File: src/rtl/booth_mult_seq_if.sv
// Operand/result handshake bundle for booth_mult_seq.
//   in_valid/in_ready  : operand handshake (a, b, is_signed qualified by in_valid)
//   out_valid/out_ready: result handshake (result qualified by out_valid)
//   busy               : multiplier is not idle
// master = operand issuer / result consumer, slave = the multiplier.
interface booth_mult_seq_if #(
    parameter int WIDTH = 32
);
    logic                 in_valid;
    logic                 in_ready;
    logic [WIDTH-1:0]     a;
    logic [WIDTH-1:0]     b;
    logic                 is_signed;
    logic                 out_valid;
    logic                 out_ready;
    logic [2*WIDTH-1:0]   result;
    logic                 busy;

    modport master (
        output in_valid, a, b, is_signed, out_ready,
        input  in_ready, out_valid, result, busy
    );

    modport slave (
        input  in_valid, a, b, is_signed, out_ready,
        output in_ready, out_valid, result, busy
    );
endinterface

File: src/rtl/booth_mult_seq.sv
// Sequential radix-4 Booth multiplier, one Booth digit per clock.
// Signed or unsigned operands, valid/ready handshakes on both sides.
//   clk  : rising-edge clock
//   rst  : asynchronous, active-high reset
//   bus  : booth_mult_seq_if.slave (operands in, product out, busy)
// Accept at edge k -> out_valid after edge k+WIDTH/2+1. result holds its
// last product until the next one is loaded.
module booth_mult_seq #(
    parameter int WIDTH = 32
) (
    input  logic               clk,
    input  logic               rst,
    booth_mult_seq_if.slave    bus
);
    localparam int EW   = WIDTH + 2;        // extended operand width
    localparam int AW   = 2 * WIDTH + 4;    // accumulator width
    localparam int NDIG = WIDTH / 2 + 1;    // Booth digits per product
    localparam int CW   = $clog2(NDIG);
    localparam int LAST = WIDTH / 2;

    generate
        if ((WIDTH % 2) != 0 || WIDTH < 4) begin : g_bad_width
            $error("booth_mult_seq: WIDTH must be even and >= 4");
        end
    endgenerate

    typedef enum logic [1:0] {
        IDLE,
        CALC,
        DONE
    } state_e;

    state_e               state_q, state_d;
    logic [AW-1:0]        mcand_q, mcand_d;   // A << 2i, sign-extended to AW
    logic [EW-1:0]        mplr_q, mplr_d;     // b_ext >> 2i
    logic                 prev_q, prev_d;     // b_ext[2i-1]
    logic [AW-1:0]        acc_q, acc_d;
    logic [CW-1:0]        cnt_q, cnt_d;
    logic [2*WIDTH-1:0]   result_q, result_d;

    logic [EW-1:0]        a_ext;
    logic [EW-1:0]        b_ext;
    logic [AW-1:0]        addend;
    logic [AW-1:0]        sum;
    logic                 in_ready;

    assign in_ready      = (state_q == IDLE) && !rst;
    assign bus.in_ready  = in_ready;
    assign bus.out_valid = (state_q == DONE);
    assign bus.busy      = (state_q != IDLE);
    assign bus.result    = result_q;

    assign a_ext = bus.is_signed ? {{2{bus.a[WIDTH-1]}}, bus.a} : {2'b00, bus.a};
    assign b_ext = bus.is_signed ? {{2{bus.b[WIDTH-1]}}, bus.b} : {2'b00, bus.b};

    // Instead of shifting the addend by 2i, the multiplicand is pre-shifted
    // left and the multiplier shifted right by two bits every digit.
    always_comb begin
        addend = '0;
        unique case ({mplr_q[1:0], prev_q})
            3'b001, 3'b010: addend = mcand_q;
            3'b011:         addend = mcand_q << 1;
            3'b100:         addend = -(mcand_q << 1);
            3'b101, 3'b110: addend = -mcand_q;
            default:        addend = '0;
        endcase
    end

    assign sum = acc_q + addend;

    always_comb begin
        state_d  = state_q;
        mcand_d  = mcand_q;
        mplr_d   = mplr_q;
        prev_d   = prev_q;
        acc_d    = acc_q;
        cnt_d    = cnt_q;
        result_d = result_q;
        unique case (state_q)
            IDLE: begin
                if (bus.in_valid && in_ready) begin
                    mcand_d = {{(AW-EW){a_ext[EW-1]}}, a_ext};
                    mplr_d  = b_ext;
                    prev_d  = 1'b0;
                    acc_d   = '0;
                    cnt_d   = '0;
                    state_d = CALC;
                end
            end
            CALC: begin
                acc_d   = sum;
                mcand_d = mcand_q << 2;
                mplr_d  = mplr_q >> 2;
                prev_d  = mplr_q[1];
                cnt_d   = cnt_q + 1'b1;
                if (cnt_q == CW'(LAST)) begin
                    result_d = sum[2*WIDTH-1:0];
                    state_d  = DONE;
                end
            end
            DONE: begin
                if (bus.out_ready) begin
                    state_d = IDLE;
                end
            end
            default: state_d = IDLE;
        endcase
    end

    always_ff @(posedge clk or posedge rst) begin
        if (rst) begin
            state_q  <= IDLE;
            mcand_q  <= '0;
            mplr_q   <= '0;
            prev_q   <= 1'b0;
            acc_q    <= '0;
            cnt_q    <= '0;
            result_q <= '0;
        end else begin
            state_q  <= state_d;
            mcand_q  <= mcand_d;
            mplr_q   <= mplr_d;
            prev_q   <= prev_d;
            acc_q    <= acc_d;
            cnt_q    <= cnt_d;
            result_q <= result_d;
        end
    end
endmodule

File: src/flat_wrapper.sv
// flat-port wrapper written by rule: the top's interface ports become plain ports
module booth_mult_seq_flat 
#(
    parameter int WIDTH = 32
)
  (clk, rst, bus_in_valid, bus_a, bus_b, bus_is_signed, bus_out_ready, bus_in_ready, bus_out_valid, bus_result, bus_busy);
  booth_mult_seq_if #(.WIDTH(WIDTH)) bus_i ();
  input  logic clk;
  input  logic rst;
  input wire logic [$bits(bus_i.in_valid)-1:0] bus_in_valid;
  input wire logic [$bits(bus_i.a)-1:0] bus_a;
  input wire logic [$bits(bus_i.b)-1:0] bus_b;
  input wire logic [$bits(bus_i.is_signed)-1:0] bus_is_signed;
  input wire logic [$bits(bus_i.out_ready)-1:0] bus_out_ready;
  output wire logic [$bits(bus_i.in_ready)-1:0] bus_in_ready;
  output wire logic [$bits(bus_i.out_valid)-1:0] bus_out_valid;
  output wire logic [$bits(bus_i.result)-1:0] bus_result;
  output wire logic [$bits(bus_i.busy)-1:0] bus_busy;
  assign bus_i.in_valid = bus_in_valid;
  assign bus_i.a = bus_a;
  assign bus_i.b = bus_b;
  assign bus_i.is_signed = bus_is_signed;
  assign bus_i.out_ready = bus_out_ready;
  assign bus_in_ready = bus_i.in_ready;
  assign bus_out_valid = bus_i.out_valid;
  assign bus_result = bus_i.result;
  assign bus_busy = bus_i.busy;
  booth_mult_seq #(.WIDTH(WIDTH)) u_core (.clk(clk), .rst(rst), .bus(bus_i));
endmodule
File: config.mk
export PLATFORM = sky130hd
export DESIGN_NAME = booth_mult_seq_flat
export DESIGN_NICKNAME = d
export VERILOG_FILES = /design/src/rtl/booth_mult_seq_if.sv /design/src/rtl/booth_mult_seq.sv /design/src/flat_wrapper.sv
export SDC_FILE = /design/constraint.sdc
export NUM_CORES = 1
export LEC_CHECK = 0
export CELL_PAD_IN_SITES_DETAIL_PLACEMENT = 1
export CELL_PAD_IN_SITES_GLOBAL_PLACEMENT = 1
export CORE_MARGIN = 2
export CORE_UTILIZATION = 40
export DETAILED_ROUTE_END_ITERATION = 7
export PLACE_DENSITY = 0.8
export SYNTH_ARGS = -nofsm -noshare
export SYNTH_HDL_FRONTEND = slang
export SYNTH_SLANG_ARGS = --single-unit
File: constraint.sdc
create_clock -name clk -period 7.6 [get_ports clk]
set_input_delay 1.52 -clock clk [delete_from_list [all_inputs] [get_ports clk]]
set_output_delay 1.52 -clock clk [all_outputs]
set_load 0.01 [all_outputs]
=== After elaboration in Yosys (flattened, before gate mapping) ===
Cells that the tools add are included.

* Register bits: 242
* Input port bits: 69
* Output and inout port bits: 67
* Word-level logic and storage cells: 51

* $add $sub $neg: 4
* Eq/ne operators: 12
* Mux-type cells: 17
* Reductions and logical operators: 11

{| class="wikitable"
|+ Operators by type and width
! operator !! number
|-
| 68-bit case mux with 2 select lines || 2
|-
| 68-bit case mux with 4 select lines || 1
|-
| 68-bit two-way mux || 2
|-
| 68-bit negator || 2
|-
| 34-bit two-way mux || 3
|-
| 68-bit adder || 1
|-
| 34-bit case mux with 2 select lines || 1
|-
| 5-bit case mux with 2 select lines || 1
|-
| 3-bit == test (second input constant) || 3
|-
| 3-bit by 2-bit == test with 1-bit output (second input constant) || 2
|-
| 2-bit two-way mux || 3
|-
| 2-bit case mux with 3 select lines || 1
|-
| 5-bit by 1-bit adder with 5-bit output (second input constant) || 1
|-
| 5-bit == test (second input constant) || 1
|-
| 5-bit two-way mux || 1
|-
| 2-bit != test (second input constant) || 2
|-
| 2-bit AND reduction || 2
|-
| 2-bit nonzero test || 2
|-
| 2-bit OR reduction || 2
|-
| 3-bit by 1-bit == test with 1-bit output (second input constant) || 1
|-
| 3-bit AND reduction || 1
|-
| 2-bit by 1-bit == test with 1-bit output (second input constant) || 1
|-
| 2-bit == test (second input constant) || 1
|-
| 1-bit logical AND || 2
|-
| 5 further kinds || 5
|}

=== Depth between registers and ports, before layout ===
Gate-level depths: netlist of the first run.

* Depth after elaboration: 5
* Depth in mapped cells: 23
* Gate-level depth less buffers: 21

=== Worst setup path after synthesis of the first run ===
Ideal clock, no wire load.

* Kind: reg2reg
* Start point: reg u_core.mcand_q[25]
* End point: reg u_core.acc_q[63]
* Setup time: 0.134 ns
* Data arrival time: 5.613 ns
* Required time: 7.466 ns
* Slack: 1.853 ns
* Stages on the path, launching flop included: 24
* Path buffers: 4
* Clock period less this slack: 5.747 ns
* Cell sequence: dfrtp_1 buf_6 or4_1 buf_2 or4b_4 or3_1 buf_2 or3_4 or3_4 or3_1 xor2_1 a221oi_2 a31oi_1 ha_1 clkbuf_1 nand4_1 nor2_1 o2111a_1 a21oi_1 a31oi_1 o31ai_1 o41a_1 xnor2_1 o21ai_0

* Longest elaborated chain between the ends: 4
* Elaborated cells on any way between the ends: 5
* Those cells by class: add/sub (3); mux (2)

{| class="wikitable"
|+ Ends and longest elaborated chain
! element !! line !! RTL
|-
| start: declaration || booth_mult_seq.sv:34 || <nowiki>logic [AW-1:0] mcand_q, mcand_d;</nowiki>
|-
| start signal: assignment || booth_mult_seq.sv:121 || <nowiki>mcand_q <= mcand_d;</nowiki>
|-
| 68-bit negator, on equally long branches || booth_mult_seq.sv:64, booth_mult_seq.sv:63 ||
|-
| 68-bit case mux with 4 select lines * || booth_mult_seq.sv:60 || <nowiki>unique case ({mplr_q[1:0], prev_q})</nowiki>
|-
| 68-bit adder * || booth_mult_seq.sv:69 || <nowiki>assign sum = acc_q + addend;</nowiki>
|-
| 68-bit case mux with 2 select lines * || booth_mult_seq.sv:79 || <nowiki>unique case (state_q)</nowiki>
|-
| end signal: assignment || booth_mult_seq.sv:116 || <nowiki>acc_q <= '0;</nowiki>
|-
| end signal: assignment || booth_mult_seq.sv:124 || <nowiki>acc_q <= acc_d;</nowiki>
|-
| end: declaration || booth_mult_seq.sv:37 || <nowiki>logic [AW-1:0] acc_q, acc_d;</nowiki>
|}

Mark *: on every way between the ends. The rest lies on a longest branch, timed or not.
A chain may end at the register's enable or synchronous reset.

=== Worst setup path after layout of the first run ===
Same ends and word-level chain as after synthesis.

==> results of run 1 <==
==> metrics by stage <==
stage | util (%) | cells | hold WS [ns] | area (sq um)
after floorplan | - | 2153 | 0.448 | 16700
after global placement | 44.4 | 2649 | 0.463 | 18200
after detailed placement | 44.4 | 2649 | 0.468 | 18200
after CTS | 46.8 | 2700 | 0.483 | 19200
after global routing | 46.8 | 2700 | 0.505 | 19200
final | 46.8 | 2700 | 0.475 | 19200
==> flip-flops by register name (all words and copies together) (netlist names) <==
register	flops
u_core.cnt_q	5
u_core.acc_q	64
u_core.prev_q	1
u_core.bus.result	64
u_core.state_q	2
u_core.mplr_q	33
u_core.mcand_q	64
==> metal layers <==
layer / vias to the layer above / global-route usage, % / part of all wire [%]
met5: - / 0 / 0
met4: 0 / 6.65 / 2.0
met3: 71 / 3.79 / 6.4
met2: 492 / 41.2 / 44
met1: 8162 / 38.7 / 48
li1: 7624 / - / -
==> cells in the mapped netlist, types with 13 or more instances <==
library cell / count / area, sq um
o31ai_1: 16 / 120
a31oi_1: 85 / 532
nand4_1: 27 / 169
nor4_1: 17 / 106
a221oi_1: 20 / 175
a22oi_1: 26 / 195
xor2_1: 61 / 534
dfrtp_1: 233 / 5830
ha_1: 66 / 826
nor2_1: 176 / 661
a21o_1: 36 / 270
buf_1: 15 / 56.3
clkbuf_1: 175 / 657
a21oi_1: 121 / 606
mux2i_1: 21 / 210
xnor2_1: 80 / 701
or3_1: 13 / 81.3
a22o_1: 21 / 184
nand3_1: 112 / 561
nor3_1: 32 / 160
nand2b_1: 16 / 100
o21ai_0: 178 / 891
nand2_1: 397 / 1490
inv_1: 29 / 109
==> cell type report <==
cell class | count | area, sq um
fill | 4933 | 21800
multi-input combinational | 1695 | 10100
sequential | 233 | 5830
timing repair buffer | 159 | 1540
clock buffer | 34 | 764
tap | 532 | 666
clock inverter | 17 | 239
inverter | 30 | 116
==> logic make-up (layout without fill, tap and decap cells) <==
logic type	after synthesis	count (layout)	synth area share (%)
DFF	233	233	34.9
xor gates and xnor gates	141	141	7.39
and+or+nand+nor	852	852	22.7
buffers and inverters	225	240	5.13
AOI/OAI and AO/OA	602	602	22.7
adders and majority gates	67	67	5.06
muxes	33	33	2.07
==> worst register-to-register path: cells and delay by family (launching register included) <==
| kind | cells | cell delay [ns] |
|---|---|---|
| and+or+nand+nor | 8 | 3.21 |
| AOI/OAI and AO/OA | 8 | 1.43 |
| adders and majority gates | 1 | 0.53 |
| DFF | 1 | 0.48 |
| xor gates and xnor gates | 2 | 0.37 |
| buffers and inverters | 1 | 0.19 |
==> path summary, 6_finish.rpt <==
kind / end / slack, ns / cells after the start
max: u_core.acc_q[63] / 1.26 / 20
min: u_core.bus.result[40] / 0.48 / 2
max reg2reg: u_core.acc_q[63] / 1.26 / 20
min reg2reg: u_core.bus.result[40] / 0.48 / 2
max in group asynchronous: u_core.mplr_q[1] / 4.71 / 4
min in group asynchronous: u_core.acc_q[35] / 1.53 / 3
==> impl_summary.md, run 1 <==
Clock network
The post-cts resize count is 0. The clock tree root buffer cell is clkbuf_16. The CTS sink count is 233.

The count of hold buffers inserted by post-cts repair is 0. At the later pin of the worst-skew pair, clock insertion delay measures 0.58 ns. The number of H-tree levels is 1. The number of setup buffers added after CTS is 0. Counting along the longest clock path gives a buffer depth of 3. The CTS tree is yes. After clock tree synthesis, the clock-pin slew on the worst setup and hold paths is 0.07 ns. Clock tree synthesis inserted a total of 28 buffers.

Cells and area
The number of diodes added for antenna fixing is 0. The proportion of layout cells with a drive suffix above 1 is 5.26%. The final layout net count is 2283. The library cells used most frequently in the layout, excluding fill and tap cells, are nand2_1 (396), dfrtp_1 (231), o21ai_0 (178). Leaving out fill and tap cells, the most frequent cell in the layout is nand2_1. Compared with the post-synthesis result, the final layout area differs by 15.0%.

Job
Max-cap violations in this run came to 0.

Timing
Setup repair after global routing left no endpoint under its margin. The worst-case headroom to the max-slew limit is 19.2%. The highest clock rate is 158 MHz. Once routing completed, OpenROAD measured the worst setup slack at 1.26 ns. For the pin with the worst max-slew slack, the measured transition is 1.21 ns. The final number of max-transition violations was 0.

The number of hold-slack violations in the final timing report is 0. The smallest clock period supported by the final layout is computed as 6.34 ns. After routing, the total negative slack on setup checks comes to 0 ns. The largest clock skew in the final design is 0.0204 ns.

The setup-violating endpoint count in the final report is 0. Of the available clock period, the critical path in the final layout requires 83.4%.

Global route
The total global routing overflow is 0. The first global-routing pass estimated 93800 um of wire. The initial antenna violation count came to 0.

The total global routing track utilization is 26.5%. Entering global routing, the biggest net connects 146 pins. The via count of the first global-routing pass is 16700.

Worst setup path
Counting both buffers and inverters, the worst setup path holds a total of 1. The startpoint of the worst setup timing path is u_core.mcand_q[25]. The standard cell with the maximum stage delay on the critical path is or4_1. The startpoint of the lowest-slack register-to-register path is u_core.mcand_q[25]. For the worst setup path, the data required time is 8.02 ns. The endpoint class of the critical path is a flop. The delay contributed by the slowest stage of the critical path is 0.66 ns.

By startpoint and endpoint, the worst setup path is classified as flop to flop. The element type at the critical path start is a flop. Traced cell by cell, the critical path runs through or4_1, or4b_4, or3_1, or3_4, or3_4, or3_1, xor2_1, a221oi_2, a31oi_1, ha_1, nand4_1, nor2_1, o2111a_1, a21oi_1, a31oi_1, o31ai_1, buf_4, o41a_1, xnor2_1, o21ai_0.

The dominant delay contributor by cell family on the critical path is simple AND/OR/NAND/NOR gates. The largest fanout of any net on the critical path is 9. The worst path arrival time is 6.76 ns.

Detailed routing
The final layout contains routed wiring with a total length of 57900 um. For this block, the via count after detailed routing is 16300. Dividing the detail-routed wire length by the instance count gives 21.5 um. The count of routing violations after the opening detailed-route iteration is 1363. The first-pass iteration count of the detailed router is 5. The count of nets left with antenna violations once routing finished came out at 0. The number of remaining DRC errors is 0. Dividing the detail-routed via count by the number of cells gives 6.06.

Yosys
The number of synthesized register bits is 233. The synthesized design contains 0 enable-type register cells. For this run, asynchronously set or reset flops after synthesis account for 100%. Summing the sequential cell areas from Yosys gives 34.9% of the chip area. After synthesis the cells add up to 16700 sq um. The number of nets handed over by synthesis was 2289. Yosys printed 0 warnings. Counting distinct cell types in the post-synthesis netlist gives 70. Synthesis handed over a netlist of 2153 instances.

The mean cell area of the mapped netlist is 7.76 sq um. The most common flop cell mapped by yosys is dfrtp_1.

Placement
The number of buffers inserted by port buffering is 135. The congestion estimate from routability-driven global placement came to 0.917. The post-placement setup slack is 1.40 ns.

Detailed placement ended at an HPWL of 41100 um.

Worst hold path
The startpoint of the most critical hold path is u_core.bus.result[40]. The worst min-delay path class is flop to flop.

Die
The initial core utilization is 40.7%. The I/O pin total is 136. Measured along the y axis, the die boundary spans 208 um. After floorplanning, the core was divided into 74 placement rows. The region available for standard cell placement spans 41000 sq um. The die span in x is 208 um.

The floorplan die area is 43400 sq um.

Outcome
The run finished with clean final reports.
Power of run 1 is not shown: default switching activity piles up to over one toggle a cycle in this logic, so the estimate is an artifact.
==> run 2: changes to the inputs <==
CORE_UTILIZATION = 44   (was 40)
PLACE_DENSITY = 0.83   (was 0.8)
clock period = 6.65 ns   (was 7.6 ns; I/O delays follow)
==> impl_summary.md, run 2 (same netlist as run 1, synthesis figures left out) <==
Job
The max capacitance violation total is 0 (unchanged).

Clock network
The number of H-tree levels was 1 (unchanged). The number of setup buffers added after CTS was 0 (unchanged). The CTS sink count is 233 (unchanged).

The TritonCTS buffer count was 28 (unchanged). The CTS tree is yes. The clock slew seen by the registers of the worst setup and hold paths is 0.07 ns (about the same). The clock latency at the later pin of the worst-skew pair is 0.58 ns (about the same). The worst-case clock buffer depth is 3 (unchanged). The tree is rooted in a clkbuf_16.

Cells and area
Leaving out fill and tap cells, the most frequent cells in the layout are nand2_1 (396), dfrtp_1 (231), o21ai_0 (178). The total non-filler cell area in the finished layout is 19300 sq um (+0.38%). Compared with the post-synthesis result, the final layout area differs by 15.5%. The final layout net count is 2294 (+0.48%). The most frequent standard cell in the layout excluding fill and tap cells is nand2_1. The number of diodes added for antenna fixing is 0 (unchanged). The proportion of layout cells with a drive suffix above 1 came to 5.87% (+0.61 points). The number of fill cells in the layout came to 4559 (-7.6%). The final instance count without filler cells is 2691 (-0.33%).

Detailed routing
The number of remaining DRC errors is 0 (unchanged). The total via count after detailed routing is 16500 (+1.0%). The via-per-instance ratio is 6.14 (+1.4%). The total length of routed wires is 59000 um (+1.8%).

The count of routing violations after the opening detailed-route iteration is 1266 (-7.1%). The detail-routed net length per standard cell came to 21.9 um (+2.1%). The number of antenna-violating nets in the routed design was 0 (unchanged). The first-pass iteration count of the detailed router is 5 (unchanged).

Worst hold path
The worst min-delay path class is flop to flop.

Worst setup path
The sum of buffers and inverters on the critical path is 0 (-1). The critical setup path kind is flop to flop. The slack of the worst reg-to-reg path is 0.45 ns (-0.81 ns). The endpoint required time on the critical path was 7.12 ns (-0.90 ns). The critical path goes through or4_1, or4b_4, or3_1, or3_4, or3_4, or3_1, and2_1, xnor2_1, o21ai_1, ha_1, a21o_1, a211oi_1, o21ai_0, nand2_1, nand2_1, o31ai_2, o21ai_0, xnor2_1, mux2_2. STA classifies the critical path endpoint as a flop. The cell family contributing the most delay on the critical path is simple AND/OR/NAND/NOR gates. The worst path arrival time was 6.67 ns (-0.09 ns).

The element type at the critical path start is a flop. The delay contributed by the slowest stage of the critical path came to 0.67 ns (about the same). The largest fanout of any net on the critical path came to 9 (unchanged).

The standard cell with the maximum stage delay on the critical path is or4_1.

Timing
The largest clock skew in the final design came to 0.0208 ns (+0.000426 ns). The worst-case headroom to the max-slew limit came to 19.2% (-0.039 points). The final total negative setup slack came to 0 ns (unchanged). The final number of max-transition violations was 0 (unchanged). The slew of the pin with the lowest slew margin is 1.21 ns (+0.000588 ns). The highest clock rate came to 161 MHz (+2.2%). Setup repair after global routing left no endpoint under its margin. The number of hold-slack violations in the final timing report is 0 (unchanged). The share of the clock period used by the worst path after layout came to 93.3% (+9.9 points). The setup-violating endpoint count in the final report came to 0 (unchanged).

The final critical path time including I/O delays and setup is 6.20 ns (-0.136 ns). The final setup slack of the worst path is 0.445 ns (-0.814 ns).

Placement
The instance area at placement was 18300 sq um (+0.32%). The cell count after placement is 2639 (-0.38%). The last weighted congestion value of the routability-driven placer is 0.926 (+0.94%).

The post-placement setup slack is 0.229 ns (-1.17 ns). The number of buffers inserted by port buffering is 135 (unchanged). The HPWL reported at the end of detailed placement was 41600 um (+1.1%).

Die
The core outline area is 37500 sq um (-8.6%). The cell row count is 71 (-4.1%). The vertical extent of the die is 199 um (-4.6%). The initial core utilization was 44.6% (+3.8 points).

The floorplan die area is 39500 sq um (-8.9%). The I/O pin total came to 136 (unchanged). The die span in x was 199 um (-4.6%).

Outcome
The run finished with clean final reports.

Global route
The total global routing overflow is 0 (unchanged). The total global routing track utilization came to 29.9% (+3.4 points). The maximum number of pins on one net before global-route repair is 170 (+16%). The initial antenna violation count is 0 (unchanged).

The first-pass GRT wire length is 93900 um (+0.10%). The via count of the first global-routing pass came to 16700 (-0.48%).
run 2: cell types whose count changed in the layout (fill, tap and decap cells not counted), sizes merged:
| cell | before | now |
|---|---|---|
| clkinvlp | 5 | 6 |
| bufinv | 5 | 4 |
| buf | 24 | 35 |
| clkbuf | 34 | 35 |
run 2: final timing paths:
check                                           start                     to  depth (start not counted)
worst max register to register     u_core.mcand_q[25]  u_core.bus.result[55]                         19
worst min register to register  u_core.bus.result[60]  u_core.bus.result[60]                          2
min in group asynchronous                         rst  u_core.bus.result[28]                          3
worst min-delay path            u_core.bus.result[60]  u_core.bus.result[60]                          2
worst max-delay path               u_core.mcand_q[25]  u_core.bus.result[55]                         19
max in group asynchronous                         rst       u_core.mplr_q[1]                          3
run 2: cell type report:
cell class	instances	area (sq um)	share of cell area [%]
well taps	511	639	3.32
clock buffers	35	798	4.14
clock inverters	17	213	1.10
flip-flops and latches	233	5830	30.2
multi-input cells	1695	10100	52.2
inverters	30	116	0.603
repair buffers	170	1630	8.43
run 2: repair_timing:
action                                  in CTS  in global routing
resized for setup                            0                  2
endpoints found under the setup margin       0                 10
hold buffers                                 0                  0
run 2: metal layers:
layer | vias up | routed length, um | GRT usage [%]
li1 | 7646 | - | -
met5 | - | 0 | 0
met3 | 108 | 3740 | 4.29
met1 | 8259 | 27500 | 43.1
met4 | 0 | 1310 | 7.38
met2 | 506 | 26400 | 47.2
run 2: tightest hold or removal path, stage by stage, from the launching register on:
cell and delay [ns]:
dfrtp_1 0.34, nand2_1 0.05, o31ai_1 0.06
run 2: metrics by stage:
step | hold slack (ns) | util, %
finish | 0.479 | 51.4
global route | 0.507 | 51.4
CTS | 0.483 | 51.4
detailed placement | 0.468 | 48.7
global placement | 0.461 | 48.7
floorplan | 0.448 | -
Power of run 2 is left out for the same reason.
